[config.mk]
export PLATFORM = sky130hd
export DESIGN_NAME = reg_file_mp
export DESIGN_NICKNAME = d
export VERILOG_FILES = /design/src/rtl/reg_file_pkg.sv /design/src/rtl/reg_file_scoreboard.sv /design/src/rtl/reg_file_mp.sv
export SDC_FILE = /design/constraint.sdc
export NUM_CORES = 2
export LEC_CHECK = 0
export BUFFER_PORTS_ARGS = -buffer_cell sky130_fd_sc_hd__buf_2
export CORE_MARGIN = 1
export CORE_UTILIZATION = 25
export DETAILED_ROUTE_END_ITERATION = 8
export PLACE_DENSITY = 0.37
export SETUP_SLACK_MARGIN = 0.4
export SYNTH_ARGS = -nofsm -noshare
export SYNTH_HDL_FRONTEND = slang
export SYNTH_SLANG_ARGS = --single-unit
[constraint.sdc]
create_clock -name clk -period 26 [get_ports clk]
set_input_delay 5.2 -clock clk [delete_from_list [all_inputs] [get_ports clk]]
set_output_delay 5.2 -clock clk [all_outputs]
set_load 0.02 [all_outputs]
[src/rtl/reg_file_pkg.sv]
// reg_file_pkg: shared widths, write-port roles and architectural register numbers
package reg_file_pkg;
   localparam int DEF_DATA_W = 32;
   localparam int DEF_ADDR_W = 4;
   localparam int WP_ALU = 0;
   localparam int WP_LOAD = 1;
   localparam int REG_PC = 15;
   localparam int REG_LR = 14;
   typedef logic [DEF_ADDR_W-1:0] reg_addr_t;
   typedef logic [DEF_DATA_W-1:0] reg_data_t;
endpackage

[src/rtl/reg_file_scoreboard.sv]
// reg_file_scoreboard: per-register pending-load bits feeding load-use stall detection
module reg_file_scoreboard
   import reg_file_pkg::*;
#(
   parameter int ADDR_W = DEF_ADDR_W,
   parameter int NR = 3,
   parameter int NW = 2,
   parameter int PC_REG = 1
) (
   input  logic              clk,
   input  logic              rst,
   input  logic [NW-1:0]     wr_en,
   input  logic [NW*ADDR_W-1:0] wr_addr,
   input  logic              pend_set,
   input  logic [ADDR_W-1:0] pend_addr,
   input  logic [NR*ADDR_W-1:0] rd_addr,
   input  logic [NR-1:0]     rd_hit,
   output logic [NR-1:0]     rd_pend,
   output logic              any_pend
);
   localparam int DEPTH = 2**ADDR_W;
   localparam logic [ADDR_W-1:0] PC_A = '1;
   logic [DEPTH-1:0] pend, pend_nxt;
   always_ff @(posedge clk or posedge rst)
      if (rst) pend <= '0;
      else pend <= pend_nxt;
   // clears first so a new load to the same register supersedes its writeback
   always_comb begin
      pend_nxt = pend;
      for (int k = 0; k < NW; k++)
         if (wr_en[k]) pend_nxt[wr_addr[k*ADDR_W +: ADDR_W]] = 1'b0;
      if (pend_set && !(PC_REG != 0 && pend_addr == PC_A)) pend_nxt[pend_addr] = 1'b1;
   end
   for (genvar r = 0; r < NR; r++) begin : g_rp
      logic [ADDR_W-1:0] ra;
      assign ra = rd_addr[r*ADDR_W +: ADDR_W];
      assign rd_pend[r] = pend[ra] & ~rd_hit[r] & ~(PC_REG != 0 && ra == PC_A);
   end
   assign any_pend = |pend;
endmodule

[src/rtl/reg_file_mp.sv]
// reg_file_mp: multi-port register file with write bypass, PC read override and load scoreboard
module reg_file_mp
   import reg_file_pkg::*;
#(
   parameter int DATA_W = DEF_DATA_W,
   parameter int ADDR_W = DEF_ADDR_W,
   parameter int NR = 3,
   parameter int NW = 2,
   parameter int PC_REG = 1
) (
   input  logic                 clk,
   input  logic                 rst,
   input  logic [NW-1:0]        wr_en,
   input  logic [NW*ADDR_W-1:0] wr_addr,
   input  logic [NW*DATA_W-1:0] wr_data,
   input  logic [NR*ADDR_W-1:0] rd_addr,
   output logic [NR*DATA_W-1:0] rd_data,
   output logic [NR-1:0]        rd_pend,
   input  logic [DATA_W-1:0]    pc_plus8,
   input  logic                 pend_set,
   input  logic [ADDR_W-1:0]    pend_addr,
   output logic                 any_pend
);
   localparam int DEPTH = 2**ADDR_W;
   localparam logic [ADDR_W-1:0] PC_A = '1;
   logic [DATA_W-1:0] mem [DEPTH];
   logic [NR-1:0] rd_hit;
   // later ports overwrite earlier ones, so the highest index wins a collision
   always_ff @(posedge clk or posedge rst)
      if (rst) begin
         for (int a = 0; a < DEPTH; a++) mem[a] <= '0;
      end else begin
         for (int k = 0; k < NW; k++)
            if (wr_en[k] && !(PC_REG != 0 && wr_addr[k*ADDR_W +: ADDR_W] == PC_A))
               mem[wr_addr[k*ADDR_W +: ADDR_W]] <= wr_data[k*DATA_W +: DATA_W];
      end
   for (genvar r = 0; r < NR; r++) begin : g_rd
      logic [ADDR_W-1:0] ra;
      logic [DATA_W-1:0] byp;
      logic hit;
      assign ra = rd_addr[r*ADDR_W +: ADDR_W];
      always_comb begin
         hit = 1'b0;
         byp = mem[ra];
         for (int k = 0; k < NW; k++)
            if (wr_en[k] && wr_addr[k*ADDR_W +: ADDR_W] == ra) begin
               hit = 1'b1;
               byp = wr_data[k*DATA_W +: DATA_W];
            end
      end
      assign rd_hit[r] = hit & ~rst;
      assign rd_data[r*DATA_W +: DATA_W] = (PC_REG != 0 && ra == PC_A) ? pc_plus8 : rst ? '0 : byp;
   end
   reg_file_scoreboard #(.ADDR_W(ADDR_W), .NR(NR), .NW(NW), .PC_REG(PC_REG)) u_sb (
      .clk(clk), .rst(rst), .wr_en(wr_en), .wr_addr(wr_addr), .pend_set(pend_set),
      .pend_addr(pend_addr), .rd_addr(rd_addr), .rd_hit(rd_hit), .rd_pend(rd_pend),
      .any_pend(any_pend)
   );
endmodule

# [After elaboration in Yosys (flattened, before gate mapping)]
# Index checks and enable logic that the tools add are counted.
[op_classes] order_cmp=16 eq_ne=12 muxes=50 bitwise_logic=26 n_reduce_logical=18
[ops] operator="512-bit bitwise mux" n=2
[ops] operator="512-bit 2-to-1 mux" n=2
[ops] operator="32-bit 2-to-1 mux" n=20
[ops] operator="32-bit binary-select mux with 4-bit select" n=3
[ops] operator="32-bit demux with 4-bit select" n=2
[ops] operator="16-bit 2-to-1 mux" n=3
[ops] operator="16-bit AND" n=2
[ops] operator="16-bit NOT" n=2
[ops] operator="4-bit by 5-bit less-than comparator with 1-bit output (second input constant)" n=6
[ops] operator="5-bit greater-or-equal comparator (second input constant)" n=5
[ops] operator="4-bit NOT with 5-bit output" n=5
[ops] operator="4-bit equality test" n=6
[ops] operator="4-bit equality test (second input constant)" n=6
[ops] operator="16-bit bitwise OR" n=1
[ops] operator="16-bit OR reduction" n=1
[ops] operator="1-bit logical AND" n=14
[ops] operator="1-bit binary-select mux with 4-bit select" n=3
[ops] operator="1-bit demux with 4-bit select" n=3
[ops] operator="4-bit by 1-bit greater-or-equal comparator with 1-bit output (second input constant)" n=3
[ops] operator="1-bit 2-to-1 mux" n=12
[ops] operator="5-bit by 1-bit less-than comparator with 1-bit output (second input constant)" n=2
[ops] operator="1-bit AND" n=9
[ops] operator="1-bit NOT" n=7
[ops] operator="1-bit zero test" n=3
[word_totals] reg_bits=528 in_bits=125 elab_cells=139

# [Logic depth before layout (Yosys ltp)]
[depth] depth_word=11 depth_mapped=9 mapped_depth_nobuf=5

# [Cells and area by module]
# Synthesis repeated with hierarchy kept, for this count alone.
[unflattened] cells_unflattened=3738 area_unflattened_um2=39112.5
[by_module_without_submodules] module="reg_file_mp" n_inst=1 cells_each=3632 area_per_inst_um2=37866.3 seq_area_each_um2=12812.3
[by_module_without_submodules] module="reg_file_scoreboard" n_inst=1 cells_each=106 area_per_inst_um2=1246.2 seq_area_each_um2=400.4

# [Worst setup path after synthesis]
# Ideal clock, no wire load.
[synth_timing] path_type="in2out" start="input rst" end="output rd_pend[0]" arrival_time_ns=18.012 setup_slack_ns=2.788 cell_stages=2 path_buffers=0 cell_sequence="inv_1 a21boi_1"
[synth_via] elab_chain_len=5
[synth_rtl] element="start: declaration" line="reg_file_mp.sv:12" source="input logic rst,"
[synth_rtl] element="1-bit NOT" line="reg_file_mp.sv:51" source="assign rd_hit[r] = hit & ~rst;"
[synth_rtl] element="1-bit AND" line="reg_file_mp.sv:51"
[synth_rtl] element="1-bit NOT" line="reg_file_scoreboard.sv:37" source="assign rd_pend[r] = pend[ra] & ~rd_hit[r] & ~(PC_REG != 0 && ra == PC_A);"
[synth_rtl] element="1-bit AND (2 in series)" line="reg_file_scoreboard.sv:37"
[synth_rtl] element="end: declaration" line="reg_file_mp.sv:18" source="output logic [NR-1:0] rd_pend,"
# Every way passes these cells.

# [Worst setup path after layout]
[layout_timing] start="input rd_addr[6]" end="output rd_data[38]"
[layout_via] elab_chain_len=8 word_cells_on_any_way=13 cone_classes="eq/ne (3); mux (7); bitwise (1); reduce/logical (2)"
[layout_rtl] element="start: declaration" line="reg_file_mp.sv:16" source="input logic [NR*ADDR_W-1:0] rd_addr,"
[layout_rtl] element="4-bit NOT with 5-bit output (not written as such)" line="reg_file_mp.sv:44" source="byp = mem[ra];"
[layout_rtl] element="32-bit binary-select mux with 4-bit select" line="reg_file_mp.sv:44"
[layout_rtl] element="32-bit 2-to-1 mux (not written as such) (2 in series)" line="reg_file_mp.sv:44"
[layout_rtl] element="32-bit 2-to-1 mux (2 in series)" line="reg_file_mp.sv:46" source="if (wr_en[k] && wr_addr[k*ADDR_W +: ADDR_W] == ra) begin"
[layout_rtl] element="32-bit 2-to-1 mux" line="reg_file_mp.sv:52" source="assign rd_data[r*DATA_W +: DATA_W] = (PC_REG != 0 && ra == PC_A) ? pc_plus8 : rst ? '0 : byp;"
[layout_rtl] element="32-bit 2-to-1 mux (*)" line="reg_file_mp.sv:52"
[layout_rtl] element="end: declaration" line="reg_file_mp.sv:17" source="output logic [NR*DATA_W-1:0] rd_data,"
# Mark *: on every way between the ends. The rest lies on a longest branch, timed or not. The select of a mux whose other input is x is not followed.

==> flow_summary.yaml <==
status:
  outcome: "finished clean"
clock_network:
  cts.sinks: 528
  holdBufCountCts: 0
  post_cts_buffers: 0
  clk_pin_slew_worst_paths_ps: 50
  clock_path_buffers: 3
  root_buffer: "clkbuf_16"
  cts_buffers: 74
  cts_tree: "yes"
  clk_latency_ps: 670
  cts_resized: 0
  h-tree-depth: 3
cells_and_area:
  area_growth_pct: 13.2
  layout_common_cells: "mux2i_1 (766), dfrtp_1 (528), nand2_1 (399), mux4_2 (397), o21ai_0 (313)"
  fin_util: 0.286
  fillers: 16200
  fin_nets: 3761
  drive_above_1_share: 0.232
  final_cell_count_no_fill: 5755
  final_common_cell: "mux2i_1"
route:
  detail-route-antenna-nets: 0
  drc: 0
  wirelength_um: 185000
  via_count: 31700
  viasPerCell: 5.50
  wire_per_inst_um: 32.1
  drt_iter0_drc: 3043
  first_pass_iters: 5
placement:
  gp_congestion: 0.797
  port_buffers: 224
  dp.cells: 5618
  dpl.hpwl_um: 111000
floorplan:
  die_w_um: 400
  ios: 225
  coreArea_um2: 157000
  die_h_um: 400
  die_area_um2: 160000
  initial_utilization: 0.253
  row_count: 145
critical_path:
  regToRegEndpoint: "u_sb.pend[15]"
  critPathKind: "in -> out"
  cp.depth: 10
  critical-path-max-stage-delay_ps: 850
  crit_fanout: 59
  crit_chain: "buf_6 > buf_4 > xnor2_1 > nand4_1 > buf_4 > a2bb2o_2 > buf_4 > nor2_1 > o21ai_0 > buf_2"
  reg2reg_from: "u_sb.pend[15]"
  critPathCapture: "rd_data[38]"
  cp-startpoint: "rd_addr[6]"
  cp_top_family: "buffers and inverters"
  cp-start-kind: "input pin"
  crit_top_cell: "buf_4"
  cp_slowest_cell: "buf_4"
  cp.required_ps: 20800
  reg2reg_slack_ps: 25150
  crit_arrival_ps: 9400
  reg2reg_depth: 2
  setup.worst_path.end_class: "output port"
  path_buf_inv: 5
grt:
  antenna_found_initial: 18
  grt_usage: 0.230
  overflow: 0
  grt_max_degree: 133
  grt_pass1_vias: 31500
  grt_pass1_wl_um: 260000
logic_synthesis:
  synthArstFlopShare: 1.00
  ys_ff_latch: 528
  synth.distinct_cells: 49
  synth_area_um2: 39600
  synth_edf_count: 0
  ys_seq_area_frac: 0.334
  synth_top_flop_cell: "dfrtp_1"
  yosysWarnings: 0
  synth_nets: 3828
  synth_cells: 3703
  synth_area_per_cell_um2: 10.7
timing:
  fin_skew_ps: 0
  setup_viol: 0
  slew_headroom: 0.220
  max_freq_mhz: 68.5
  rsz0062_at_grt: "false"
  fin_crit_sh: 0.562
  worst_slew_pin_slew_ps: 1170
  maxSlewViolCount: 0
  fin_crit_ps: 14600
  hold_viol: 0
  setup_tns_ps: 0
min_path:
  hold_path_class: "reg -> reg"
pwr:
  vdd_drop_max_v: 0.0000394
  power_density_nw_per_um2: 74.1
  leakage_nw: 18.1
run:
  max-cap-violations: 0
[state kept, by name (all words and copies together), names as in the netlist]
register,flops
mem,512
u_sb.pend,16
[worst min path at each step]
| stage | to | cells after the start | slack (ps) | startpoint |
|---|---|---|---|---|
| 3_5_place_dp | mem[27] | 0 | 400 | mem[27] |
| 3_3_place_gp | mem[28] | 0 | 400 | mem[28] |
| 2_1_floorplan | mem[0] | 1 | 460 | mem[0] |
| 5_1_grt | mem[28] | 0 | 420 | mem[28] |
| 6_report | mem[17] | 0 | 410 | mem[17] |
| 4_1_cts | mem[17] | 0 | 420 | mem[17] |
[cell families (layout without fill, tap and decap cells)]
logic type,after synthesis,in the layout,synth area share
compound gates,710,710,0.101
xor+xnor,24,24,0.00531
buf+inv,451,439,0.0518
flops,528,528,0.334
mux,1163,1163,0.420
other cells,0,6,0
simple gates,827,827,0.0875
[area by class of cell]
class                      instances  area (um^2)  area share
multi-input combinational       2724        24600       0.549
clock buffer                     119         2310      0.0515
timing repair buffer             302         1840      0.0411
sequential                       528        13200       0.295
clock inverter                    12          221     0.00495
tap                             2058         2570      0.0575
inverter                           6         30.0    0.000671
antenna                            6         15.0    0.000335
[metrics by stage]
| stage | setup slack (ps) | area, um^2 | hold slack, ps | power, mW |
|---|---|---|---|---|
| after CTS | 11410 | 44800 | 415 | 3.34 |
| after detailed placement | 11420 | 42200 | 403 | 2.24 |
| after floorplan | 2790 | 39600 | 456 | 1.90 |
| final | 11400 | 44800 | 408 | 3.32 |
| after global placement | 11420 | 42200 | 398 | 2.24 |
| after global routing | 11260 | 44800 | 424 | 3.48 |
[where the power goes]
group / switching [mW] / internal [mW] / total (mW)
combinational: 0.511 / 0.504 / 1.01
clock: 0.425 / 0.663 / 1.09
sequential: 0.199 / 1.02 / 1.22
[metal layers]
layer	part of all wire	vias to the layer above	track usage
met5	0.00064	-	0
met4	0.024	18	0.0559
met3	0.067	217	0.0464
met2	0.45	1173	0.358
met1	0.45	16600	0.326
li1	-	13700	-
[Yosys cell counts, types with 5 or more instances]
library cell  number  area share
mux2i_1          766        0.19
xor2_1            12      0.0027
o21ai_1           79       0.010
buf_2            145       0.018
buf_1             17      0.0016
a32o_1             7      0.0018
buf_4             39      0.0074
nor2b_1            5     0.00079
clkbuf_1         240       0.023
a21oi_1          196       0.025
o221ai_1          93       0.021
nand3b_1           5     0.00095
dfrtp_1          528        0.33
nor2_2             7      0.0011
nor4_1             7      0.0011
o21ai_0          313       0.040
xnor2_1           12      0.0027
inv_1              6     0.00057
nand2b_1          71       0.011
nor2_1           302       0.029
mux4_2           397        0.23
nand2_1          400       0.038
nor3_1             7     0.00089
(Power assumes the default switching activity.)
